`config.mk`:
```
export PLATFORM = sky130hd
export DESIGN_NAME = runway_allocator_flat
export DESIGN_NICKNAME = d
export VERILOG_FILES = /design/src/rtl/runway_allocator_if.sv /design/src/rtl/runway_allocator.sv /design/src/flat_wrapper.sv
export SDC_FILE = /design/constraint.sdc
export NUM_CORES = 1
export LEC_CHECK = 0
export ABC_AREA = 1
export BUFFER_PORTS_ARGS = -buffer_cell sky130_fd_sc_hd__clkbuf_2
export CAP_MARGIN = 15
export CORE_UTILIZATION = 40
export DETAILED_ROUTE_END_ITERATION = 7
export PLACE_DENSITY = 0.7
export REMOVE_ABC_BUFFERS = 1
export SETUP_SLACK_MARGIN = 0.15
export SLEW_MARGIN = 20
export SYNTH_ARGS = -nofsm -noshare
export SYNTH_HDL_FRONTEND = slang
export SYNTH_SLANG_ARGS = --single-unit
```
`constraint.sdc`:
```
create_clock -name clock -period 2.6 [get_ports clock]
set_clock_uncertainty 0.05 [all_clocks]
set_input_delay 0.52 -clock clock [delete_from_list [all_inputs] [get_ports clock]]
set_output_delay 0.52 -clock clock [all_outputs]
set_load 0.05 [all_outputs]
```
`src/rtl/runway_allocator_if.sv`:
```
// Request/reply handshake bundle between the request-decode FSM (master)
// and the runway allocator (slave): one allocation channel and one release
// channel, each a held req with a one-cycle ack pulse.
interface runway_allocator_if #(
  parameter int NUM_RUNWAYS = 2,
  parameter int ID_WIDTH    = 4
);
  localparam int RW_W = $clog2(NUM_RUNWAYS);

  logic                alloc_req;
  logic [ID_WIDTH-1:0] alloc_id;
  logic                alloc_ack;
  logic                alloc_grant;
  logic [RW_W-1:0]     alloc_runway;

  logic                rel_req;
  logic [ID_WIDTH-1:0] rel_id;
  logic [RW_W-1:0]     rel_runway;
  logic                rel_ack;
  logic                rel_ok;

  modport master (
    output alloc_req, alloc_id, rel_req, rel_id, rel_runway,
    input  alloc_ack, alloc_grant, alloc_runway, rel_ack, rel_ok
  );

  modport slave (
    input  alloc_req, alloc_id, rel_req, rel_id, rel_runway,
    output alloc_ack, alloc_grant, alloc_runway, rel_ack, rel_ok
  );
endinterface

```
`src/rtl/runway_allocator.sv`:
```
// N-runway allocator: serves allocation/release requests over a req/ack
// handshake, tracks the owning plane ID per runway, rotates grants
// round-robin and skips closed runways.
// Optional feature macro: RUNWAY_TIMEOUT_EN -- force-frees a runway that has
// been held for TIMEOUT_CYCLES cycles and pulses timeout_evt for it.
module runway_allocator #(
  parameter  int NUM_RUNWAYS    = 2,
  parameter  int ID_WIDTH       = 4,
  parameter  int TIMEOUT_CYCLES = 1024,
  localparam int RW_W           = $clog2(NUM_RUNWAYS),
  localparam int CNT_W          = $clog2(NUM_RUNWAYS + 1)
) (
  input  logic                   clock,
  input  logic                   reset_n,
  runway_allocator_if.slave      bus,
  input  logic [NUM_RUNWAYS-1:0] runway_closed,
  output logic [NUM_RUNWAYS-1:0] runway_busy,
  output logic [CNT_W-1:0]       free_count,
  output logic [NUM_RUNWAYS-1:0] timeout_evt
);

  typedef enum logic [1:0] {
    ST_IDLE,
    ST_ALLOC,
    ST_REL
  } state_e;

  state_e                state_q;
  logic [ID_WIDTH-1:0]   id_q;
  logic [RW_W-1:0]       rwy_q;
  logic [RW_W-1:0]       rr_ptr_q;
  logic [NUM_RUNWAYS-1:0] busy_q, busy_d;
  logic [ID_WIDTH-1:0]   owner_q [NUM_RUNWAYS];
  logic                  alloc_ack_q, alloc_grant_q, rel_ack_q, rel_ok_q;
  logic [RW_W-1:0]       alloc_runway_q;
  logic [CNT_W-1:0]      free_count_q, free_count_d;
  logic [NUM_RUNWAYS-1:0] timeout_evt_q;

  logic                  dup_id, found, grant_now, rel_match;
  logic [RW_W-1:0]       found_idx, cand;
  logic [NUM_RUNWAYS-1:0] expire;

  // Round-robin successor of a runway index, wrapping after the last runway.
  function automatic logic [RW_W-1:0] next_idx(input logic [RW_W-1:0] p);
    return (int'(p) == NUM_RUNWAYS - 1) ? '0 : p + 1'b1;
  endfunction

  // Duplicate-owner check and round-robin search, both on cycle-start state.
  always_comb begin
    // NOTE: every variable gets a default first so no path leaves it unassigned and infers a latch.
    dup_id    = 1'b0;
    found     = 1'b0;
    found_idx = '0;
    cand      = rr_ptr_q;
    for (int i = 0; i < NUM_RUNWAYS; i++) begin
      if (busy_q[i] && (owner_q[i] == id_q)) dup_id = 1'b1;
    end
    for (int k = 0; k < NUM_RUNWAYS; k++) begin
      if (!found && !busy_q[cand] && !runway_closed[cand]) begin
        found     = 1'b1;
        found_idx = cand;
      end
      cand = next_idx(cand);
    end
  end

  assign grant_now = found && !dup_id;
  assign rel_match = (int'(rwy_q) < NUM_RUNWAYS) && busy_q[rwy_q] && (owner_q[rwy_q] == id_q);

  // Next occupancy: timeouts clear, a grant sets, a matching release clears.
  always_comb begin
    busy_d = busy_q & ~expire;
    if ((state_q == ST_ALLOC) && grant_now) busy_d[found_idx] = 1'b1;
    if ((state_q == ST_REL) && rel_match)   busy_d[rwy_q]     = 1'b0;
  end

  // Runways neither busy nor closed, registered one cycle behind the inputs.
  always_comb begin
    free_count_d = '0;
    for (int i = 0; i < NUM_RUNWAYS; i++) begin
      if (!busy_q[i] && !runway_closed[i]) free_count_d = free_count_d + 1'b1;
    end
  end

`ifdef RUNWAY_TIMEOUT_EN
  localparam int TO_W = (TIMEOUT_CYCLES > 1) ? $clog2(TIMEOUT_CYCLES) : 1;
  logic [TO_W-1:0] occ_cnt_q [NUM_RUNWAYS];

  // A runway expires once its occupancy counter has reached the limit.
  always_comb begin
    for (int i = 0; i < NUM_RUNWAYS; i++) begin
      expire[i] = busy_q[i] && (occ_cnt_q[i] == TO_W'(TIMEOUT_CYCLES - 1));
    end
  end

  // Per-runway occupancy counters, cleared on grant, counting while busy.
  always_ff @(posedge clock or negedge reset_n) begin
    if (!reset_n) begin
      for (int i = 0; i < NUM_RUNWAYS; i++) occ_cnt_q[i] <= '0;
    end else begin
      for (int i = 0; i < NUM_RUNWAYS; i++) begin
        if ((state_q == ST_ALLOC) && grant_now && (int'(found_idx) == i)) begin
          occ_cnt_q[i] <= '0;
        end else if (busy_q[i] && !expire[i]) begin
          occ_cnt_q[i] <= occ_cnt_q[i] + 1'b1;
        end
      end
    end
  end
`else
  // Without the timeout feature runways are freed only by release.
  logic [31:0] unused_timeout_cycles;
  assign unused_timeout_cycles = TIMEOUT_CYCLES;
  assign expire = '0;
`endif

  // Request FSM with registered replies; also registers occupancy and status.
  always_ff @(posedge clock or negedge reset_n) begin
    if (!reset_n) begin
      state_q        <= ST_IDLE;
      id_q           <= '0;
      rwy_q          <= '0;
      rr_ptr_q       <= '0;
      busy_q         <= '0;
      alloc_ack_q    <= 1'b0;
      alloc_grant_q  <= 1'b0;
      alloc_runway_q <= '0;
      rel_ack_q      <= 1'b0;
      rel_ok_q       <= 1'b0;
      free_count_q   <= '0;
      timeout_evt_q  <= '0;
      // NOTE: the owner table is small and must read as zero after reset, so it is reset like any register.
      for (int i = 0; i < NUM_RUNWAYS; i++) owner_q[i] <= '0;
    end else begin
      // NOTE: non-blocking assignments throughout so every register samples pre-edge values.
      alloc_ack_q   <= 1'b0;
      rel_ack_q     <= 1'b0;
      busy_q        <= busy_d;
      free_count_q  <= free_count_d;
      timeout_evt_q <= expire;
      case (state_q)
        ST_IDLE: begin
          // While an ack is on the wire the requester still holds req; wait one cycle for it to drop.
          if (!alloc_ack_q && !rel_ack_q) begin
            if (bus.rel_req) begin
              id_q    <= bus.rel_id;
              rwy_q   <= bus.rel_runway;
              state_q <= ST_REL;
            end else if (bus.alloc_req) begin
              id_q    <= bus.alloc_id;
              state_q <= ST_ALLOC;
            end
          end
        end
        ST_ALLOC: begin
          alloc_ack_q    <= 1'b1;
          alloc_grant_q  <= grant_now;
          alloc_runway_q <= grant_now ? found_idx : '0;
          if (grant_now) begin
            owner_q[found_idx] <= id_q;
            rr_ptr_q           <= next_idx(found_idx);
          end
          state_q <= ST_IDLE;
        end
        ST_REL: begin
          rel_ack_q <= 1'b1;
          rel_ok_q  <= rel_match;
          state_q   <= ST_IDLE;
        end
        default: state_q <= ST_IDLE;
      endcase
    end
  end

  assign bus.alloc_ack    = alloc_ack_q;
  assign bus.alloc_grant  = alloc_grant_q;
  assign bus.alloc_runway = alloc_runway_q;
  assign bus.rel_ack      = rel_ack_q;
  assign bus.rel_ok       = rel_ok_q;
  assign runway_busy      = busy_q;
  assign free_count       = free_count_q;
  assign timeout_evt      = timeout_evt_q;

endmodule

```
`src/flat_wrapper.sv`:
```
// flat-port wrapper written by rule: the top's interface ports become plain ports
module runway_allocator_flat 
#(
  parameter  int NUM_RUNWAYS    = 2,
  parameter  int ID_WIDTH       = 4,
  parameter  int TIMEOUT_CYCLES = 1024,
  localparam int RW_W           = $clog2(NUM_RUNWAYS),
  localparam int CNT_W          = $clog2(NUM_RUNWAYS + 1)
)
  (clock, reset_n, runway_closed, runway_busy, free_count, timeout_evt, bus_alloc_req, bus_alloc_id, bus_rel_req, bus_rel_id, bus_rel_runway, bus_alloc_ack, bus_alloc_grant, bus_alloc_runway, bus_rel_ack, bus_rel_ok);
  runway_allocator_if #(.NUM_RUNWAYS(NUM_RUNWAYS), .ID_WIDTH(ID_WIDTH)) bus_i ();
  input  logic clock;
  input  logic reset_n;
  input  logic [NUM_RUNWAYS-1:0] runway_closed;
  output logic [NUM_RUNWAYS-1:0] runway_busy;
  output logic [CNT_W-1:0] free_count;
  output logic [NUM_RUNWAYS-1:0] timeout_evt;
  input wire logic [$bits(bus_i.alloc_req)-1:0] bus_alloc_req;
  input wire logic [$bits(bus_i.alloc_id)-1:0] bus_alloc_id;
  input wire logic [$bits(bus_i.rel_req)-1:0] bus_rel_req;
  input wire logic [$bits(bus_i.rel_id)-1:0] bus_rel_id;
  input wire logic [$bits(bus_i.rel_runway)-1:0] bus_rel_runway;
  output wire logic [$bits(bus_i.alloc_ack)-1:0] bus_alloc_ack;
  output wire logic [$bits(bus_i.alloc_grant)-1:0] bus_alloc_grant;
  output wire logic [$bits(bus_i.alloc_runway)-1:0] bus_alloc_runway;
  output wire logic [$bits(bus_i.rel_ack)-1:0] bus_rel_ack;
  output wire logic [$bits(bus_i.rel_ok)-1:0] bus_rel_ok;
  assign bus_i.alloc_req = bus_alloc_req;
  assign bus_i.alloc_id = bus_alloc_id;
  assign bus_i.rel_req = bus_rel_req;
  assign bus_i.rel_id = bus_rel_id;
  assign bus_i.rel_runway = bus_rel_runway;
  assign bus_alloc_ack = bus_i.alloc_ack;
  assign bus_alloc_grant = bus_i.alloc_grant;
  assign bus_alloc_runway = bus_i.alloc_runway;
  assign bus_rel_ack = bus_i.rel_ack;
  assign bus_rel_ok = bus_i.rel_ok;
  runway_allocator #(.NUM_RUNWAYS(NUM_RUNWAYS), .ID_WIDTH(ID_WIDTH), .TIMEOUT_CYCLES(TIMEOUT_CYCLES)) u_core (.clock(clock), .reset_n(reset_n), .bus(bus_i), .runway_closed(runway_closed), .runway_busy(runway_busy), .free_count(free_count), .timeout_evt(timeout_evt));
endmodule
```
; Yosys cells after proc, flatten, opt, wreduce, memory -nomap -nowiden
; Cells that the tools add are included.
[classes]
mux = 41
eq_ne = 7
n_bitwise = 5
n_addsub = 3
reduce_logical = 33
n_lt_le_gt_ge = 9
[op_table]
columns = operator, n
row1 = $mux 1, 24
row2 = $mux 4, 6
row3 = $logic_and 1x1->1, 15
row4 = $mux 2, 7
row5 = $eq 4x4->1, 3
row6 = $logic_not 1->1, 12
row7 = $bwmux 8, 1
row8 = $lt 1x2->1 const B, 4
row9 = $reduce_and 3->1, 2
row10 = $demux 4 s1, 1
row11 = $ge 2x2->1 const B, 2
row12 = $not 1->2, 2
row13 = $reduce_and 2->1, 2
row14 = $ne 3x3->1 const B, 1
row15 = $add 1x1->1 const B, 2
row16 = $add 1x1->2 const B, 1
row17 = $and 2x2->2, 1
row18 = $demux 1 s1, 2
row19 = $eq 2x1->1 const B, 1
row20 = $eq 2x2->1 const B, 1
row21 = $ge 1x1->1 const B, 2
row22 = $logic_not 2->1, 1
row23 = $lt 2x1->1 const B, 1
row24 = $ne 2x1->1 const B, 1
row25 = 3 further kinds, 3
[word_totals]
register_bits = 25
output_inout_bits = 11
word_cells = 111
in_bits = 15

; Depth between registers and ports, before layout
[depth]
word_depth = 17
ltp_mapped = 10
depth_no_buf = 9

; Worst setup path before layout
; No wires, ideal clock.
[synth_timing]
path_kind = flip-flop to flip-flop
start = register u_core.busy_q[0], in the netlist u_core.runway_busy[0]
end = register u_core.owner_q[3] (netlist bit)
n_path_buf = 0
stages_incl_launch_ff = 6
setup_time_ps = 117
setup_slack_ps = 1064
required_time_ps = 2433
synth_period_minus_slack_ps = 1536
t_arrival_ps = 1370
cell_sequence = dfrtp_1 -> nor2_4 -> a21oi_2 -> nand4_2 -> nand2_1 -> nand2_1
[synth_via]
elab_chain_len = 15
elab_cells_between_ends = 27
cone_classes = 2 x order compare / 13 x mux / 1 x bitwise / 11 x reduce/logical
[synth_lines]
columns = item, line
row1 = from (decl), runway_allocator.sv:32  ; logic [NUM_RUNWAYS-1:0] busy_q, busy_d;
row2 = from (signal assigned), runway_allocator.sv:138  ; busy_q <= busy_d;
row3 = $mux 1 (implied by the code) (2 in series), runway_allocator.sv:59  ; if (!found && !busy_q[cand] && !runway_closed[cand]) begin
row4 = $logic_not 1->1, runway_allocator.sv:59
row5 = $logic_and 1x1->1, runway_allocator.sv:59
row6 = $mux 1, runway_allocator.sv:59
row7 = $logic_not 1->1, runway_allocator.sv:59
row8 = $logic_and 1x1->1 (2 in series), runway_allocator.sv:59
row9 = $mux 1, runway_allocator.sv:59
row10 = $not 1->2 (implied by the code), runway_allocator.sv:160  ; owner_q[found_idx] <= id_q;
row11 = $ge 2x2->1 (implied by the code) / $lt 2x1->1 (equally long branches), runway_allocator.sv:160
row12 = $logic_and 1x1->1 (implied by the code), runway_allocator.sv:160
row13 = $mux 4 (implied by the code), runway_allocator.sv:160
row14 = $demux 4 s1, runway_allocator.sv:160
row15 = $bwmux 8, runway_allocator.sv:160
row16 = "to (signal, indexed assignment)", runway_allocator.sv:160
row17 = to (decl), runway_allocator.sv:33  ; logic [ID_WIDTH-1:0] owner_q [NUM_RUNWAYS];
; Parallel ways exist; a longest one is shown, timed or not. The select of a mux whose other input is x is not followed.
; A chain may end at the register's enable or synchronous reset.

; Final worst setup path
[layout_timing]
start = register u_core.busy_q[0], in the netlist u_core.runway_busy[0]
end = output runway_busy[0]
[layout_lines]
columns = item, line
row1 = to (decl), flat_wrapper.sv:15  ; output logic [NUM_RUNWAYS-1:0] runway_busy;
; No word-level cell between the ends.

==> results_dict.tcl <==
set metrics [dict create \
    power.leakage_nw 0.8685 \
    wirelength_mm 2.733 \
    rsz0062_at_grt "no" \
    fin_crit_ns 1.773 \
    drive_gt1_frac 0.2525 \
    setup_slack_ns 0.8271 \
    max_slew.worst_pin.slew_ns 0.6142 \
    placementRows 21 \
    syn_inst 176 \
    cp.required_ns 2.03 \
    die-height_um 60.87 \
    post_cts_buffers 0 \
    maxSlewViolCount 0 \
    cts.sinks 25 \
    cp_num_buf_inv 1 \
    fmax_mhz 564.0 \
    crit_slowest_cell "dfrtp_1" \
    highest_layer "met4" \
    grt_pass1_wl_mm 4.795 \
    fillerInstances 348 \
    cp_top_family "flip-flops" \
    end_kind "primary output" \
    placed_cell_area_um2 1523 \
    clock_path_buffers 2 \
    finalSetupViolCount 0 \
    clkLatencyLatePin_ns 0.33 \
    wl_per_cell_um 11.20 \
    nets 215 \
    ys_seq_area_frac 0.4513 \
    die_w_um 60.87 \
    core_um2 3337 \
    post-place-ws_ns 0.9902 \
    worstPathCellList "clkbuf_2" \
    initialDrtViolationCount 18 \
    start_kind "flop" \
    stdcell_area_um2 1554 \
    path_clk_slew_ns 0.15 \
    drt-pass1-iter-count 4 \
    place_inst 240 \
    cts_tree "done" \
    met3WireLength_um 89 \
    hold_buffers 0 \
    numCtsBuffers 3 \
    antenna_left 0 \
    min_path_type "in2async" \
    syn2layout_area_growth_pct 12.09 \
    port_buffers 23 \
    htree_levels 1 \
    final_cell_mix "nand2_1, dfrtp_1, clkbuf_2" \
    ctsResizeCount 0 \
    wirelength_met1_mm 1.312 \
    grt_overflow_total 0 \
    fin_tns_setup_ns 0 \
    path_max_fanout 5 \
    avgSynthCellArea_um2 7.877 \
    slew_headroom 0.5905 \
    start_util 0.4154 \
    yosys_warnings 0 \
    gp_congestion 0.8383 \
    status "finished clean" \
    critPathMaxStageDelay_ns 0.54 \
    vias_per_cell 4.656 \
    criticalPathCategory "reg2out" \
    grt.total_usage 0.1798 \
    route.detailed.drc 0 \
    ys_ff_latch 25 \
    cts_root_buf "clkbuf_4" \
    dpl.hpwl_mm 2.133 \
    met2WireLength_mm 1.290 \
    final_common_cell "nand2_1" \
    finalPower_w 0.001883 \
    antenna_found_initial 0 \
    vias 1136 \
    ir_worst_vdd_mv 0.6345 \
    powerDensity_nw_per_um2 1211 \
    hold_viol 0 \
    drv_cap 0 \
    instances_no_fill 244 \
    ioPinCount 26 \
    critPathArrivalTime_ns 1.20 \
    dieArea_um2 3705 \
    grt_max_degree 26 \
    num_antenna_cells 0 \
    synth_cell_types 27 \
    syn_area_um2 1386 \
    grt_pass1_vias 1076 \
    finalCritPeriodShare 0.6819 \
]
registers in the layout (all words and copies together), names as in the netlist:
signal / cells
u_core.owner_q: 8
u_core.bus.alloc_runway: 1
u_core.id_q: 4
u_core.rwy_q: 1
u_core.bus.rel_ack: 1
u_core.bus.alloc_ack: 1
u_core.state_q: 2
u_core.bus.alloc_grant: 1
u_core.free_count: 2
u_core.runway_busy: 2
u_core.rr_ptr_q: 1
u_core.bus.rel_ok: 1
path summary, 6_finish.rpt:
| path | start | endpoint | slack [ns] | depth (start not counted) |
|---|---|---|---|---|
| max in group asynchronous | reset_n | u_core.rwy_q | 1.97 | 1 |
| setup / recovery | u_core.runway_busy[0] | runway_busy[0] | 0.83 | 1 |
| min in group clock | bus_rel_runway | u_core.rwy_q | 0.36 | 3 |
| hold / removal | reset_n | u_core.state_q[1] | 0.13 | 1 |
| setup reg to reg | u_core.rwy_q | u_core.runway_busy[1] | 1.07 | 9 |
| hold reg to reg | u_core.bus.alloc_runway | u_core.bus.alloc_runway | 0.45 | 2 |
cell type report:
class | instances | area (um^2) | area share
clock buffer | 3 | 22.52 | 0.01449
multi-input combinational | 126 | 649.4 | 0.4179
timing repair buffer | 23 | 115.1 | 0.07407
clock inverter | 1 | 8.758 | 0.005636
inverter | 20 | 75.07 | 0.04831
tap | 46 | 57.56 | 0.03704
sequential | 25 | 625.6 | 0.4026
synthesized netlist by cell type (all sizes together):
cell / n / area, um^2
nand2: 68 / 260.3
nor2: 26 / 135.1
dfrtp: 25 / 625.6
inv: 20 / 75.08
nand3: 7 / 47.55
a21oi: 6 / 48.80
o21ai: 6 / 33.78
buf: 5 / 36.28
o31ai: 4 / 30.03
nand4: 2 / 25.02
o211ai: 2 / 20.02
clkbuf: 1 / 3.750
conb: 1 / 3.750
ha: 1 / 12.51
nand3b: 1 / 20.02
xor2: 1 / 8.760
cells by family after synthesis:
family / after synthesis / share of synthesized area
adders and majority gates: 1 / 0.009024
other: 1 / 0.002705
DFF: 25 / 0.4513
and+or+nand+nor: 104 / 0.3520
buffers and inverters: 26 / 0.08303
xor gates and xnor gates: 1 / 0.006319
AOI/OAI and AO/OA: 18 / 0.09567
stage by stage:
stage / hold WS (ns) / utilization
2_1_floorplan: 0.1744 / -
3_3_place_gp: 0.4288 / 0.4563
3_5_place_dp: 0.4226 / 0.4563
4_1_cts: 0.1394 / 0.4657
5_1_grt: 0.1642 / 0.4657
6_report: 0.1253 / 0.4657
metal layers:
layer	vias up	GRT usage
li1	586	-
met3	4	0.02345
met5	-	0
met2	30	0.3046
met1	516	0.2340
met4	0	0.07143
power breakdown:
group	switching, W	internal (W)	leakage (nW)
Clock	0.000122	0.0000626	0.0183
Combinational	0.000647	0.000304	0.532
Sequential	0.000197	0.000550	0.318
Power figures use the tool's default switching activity.
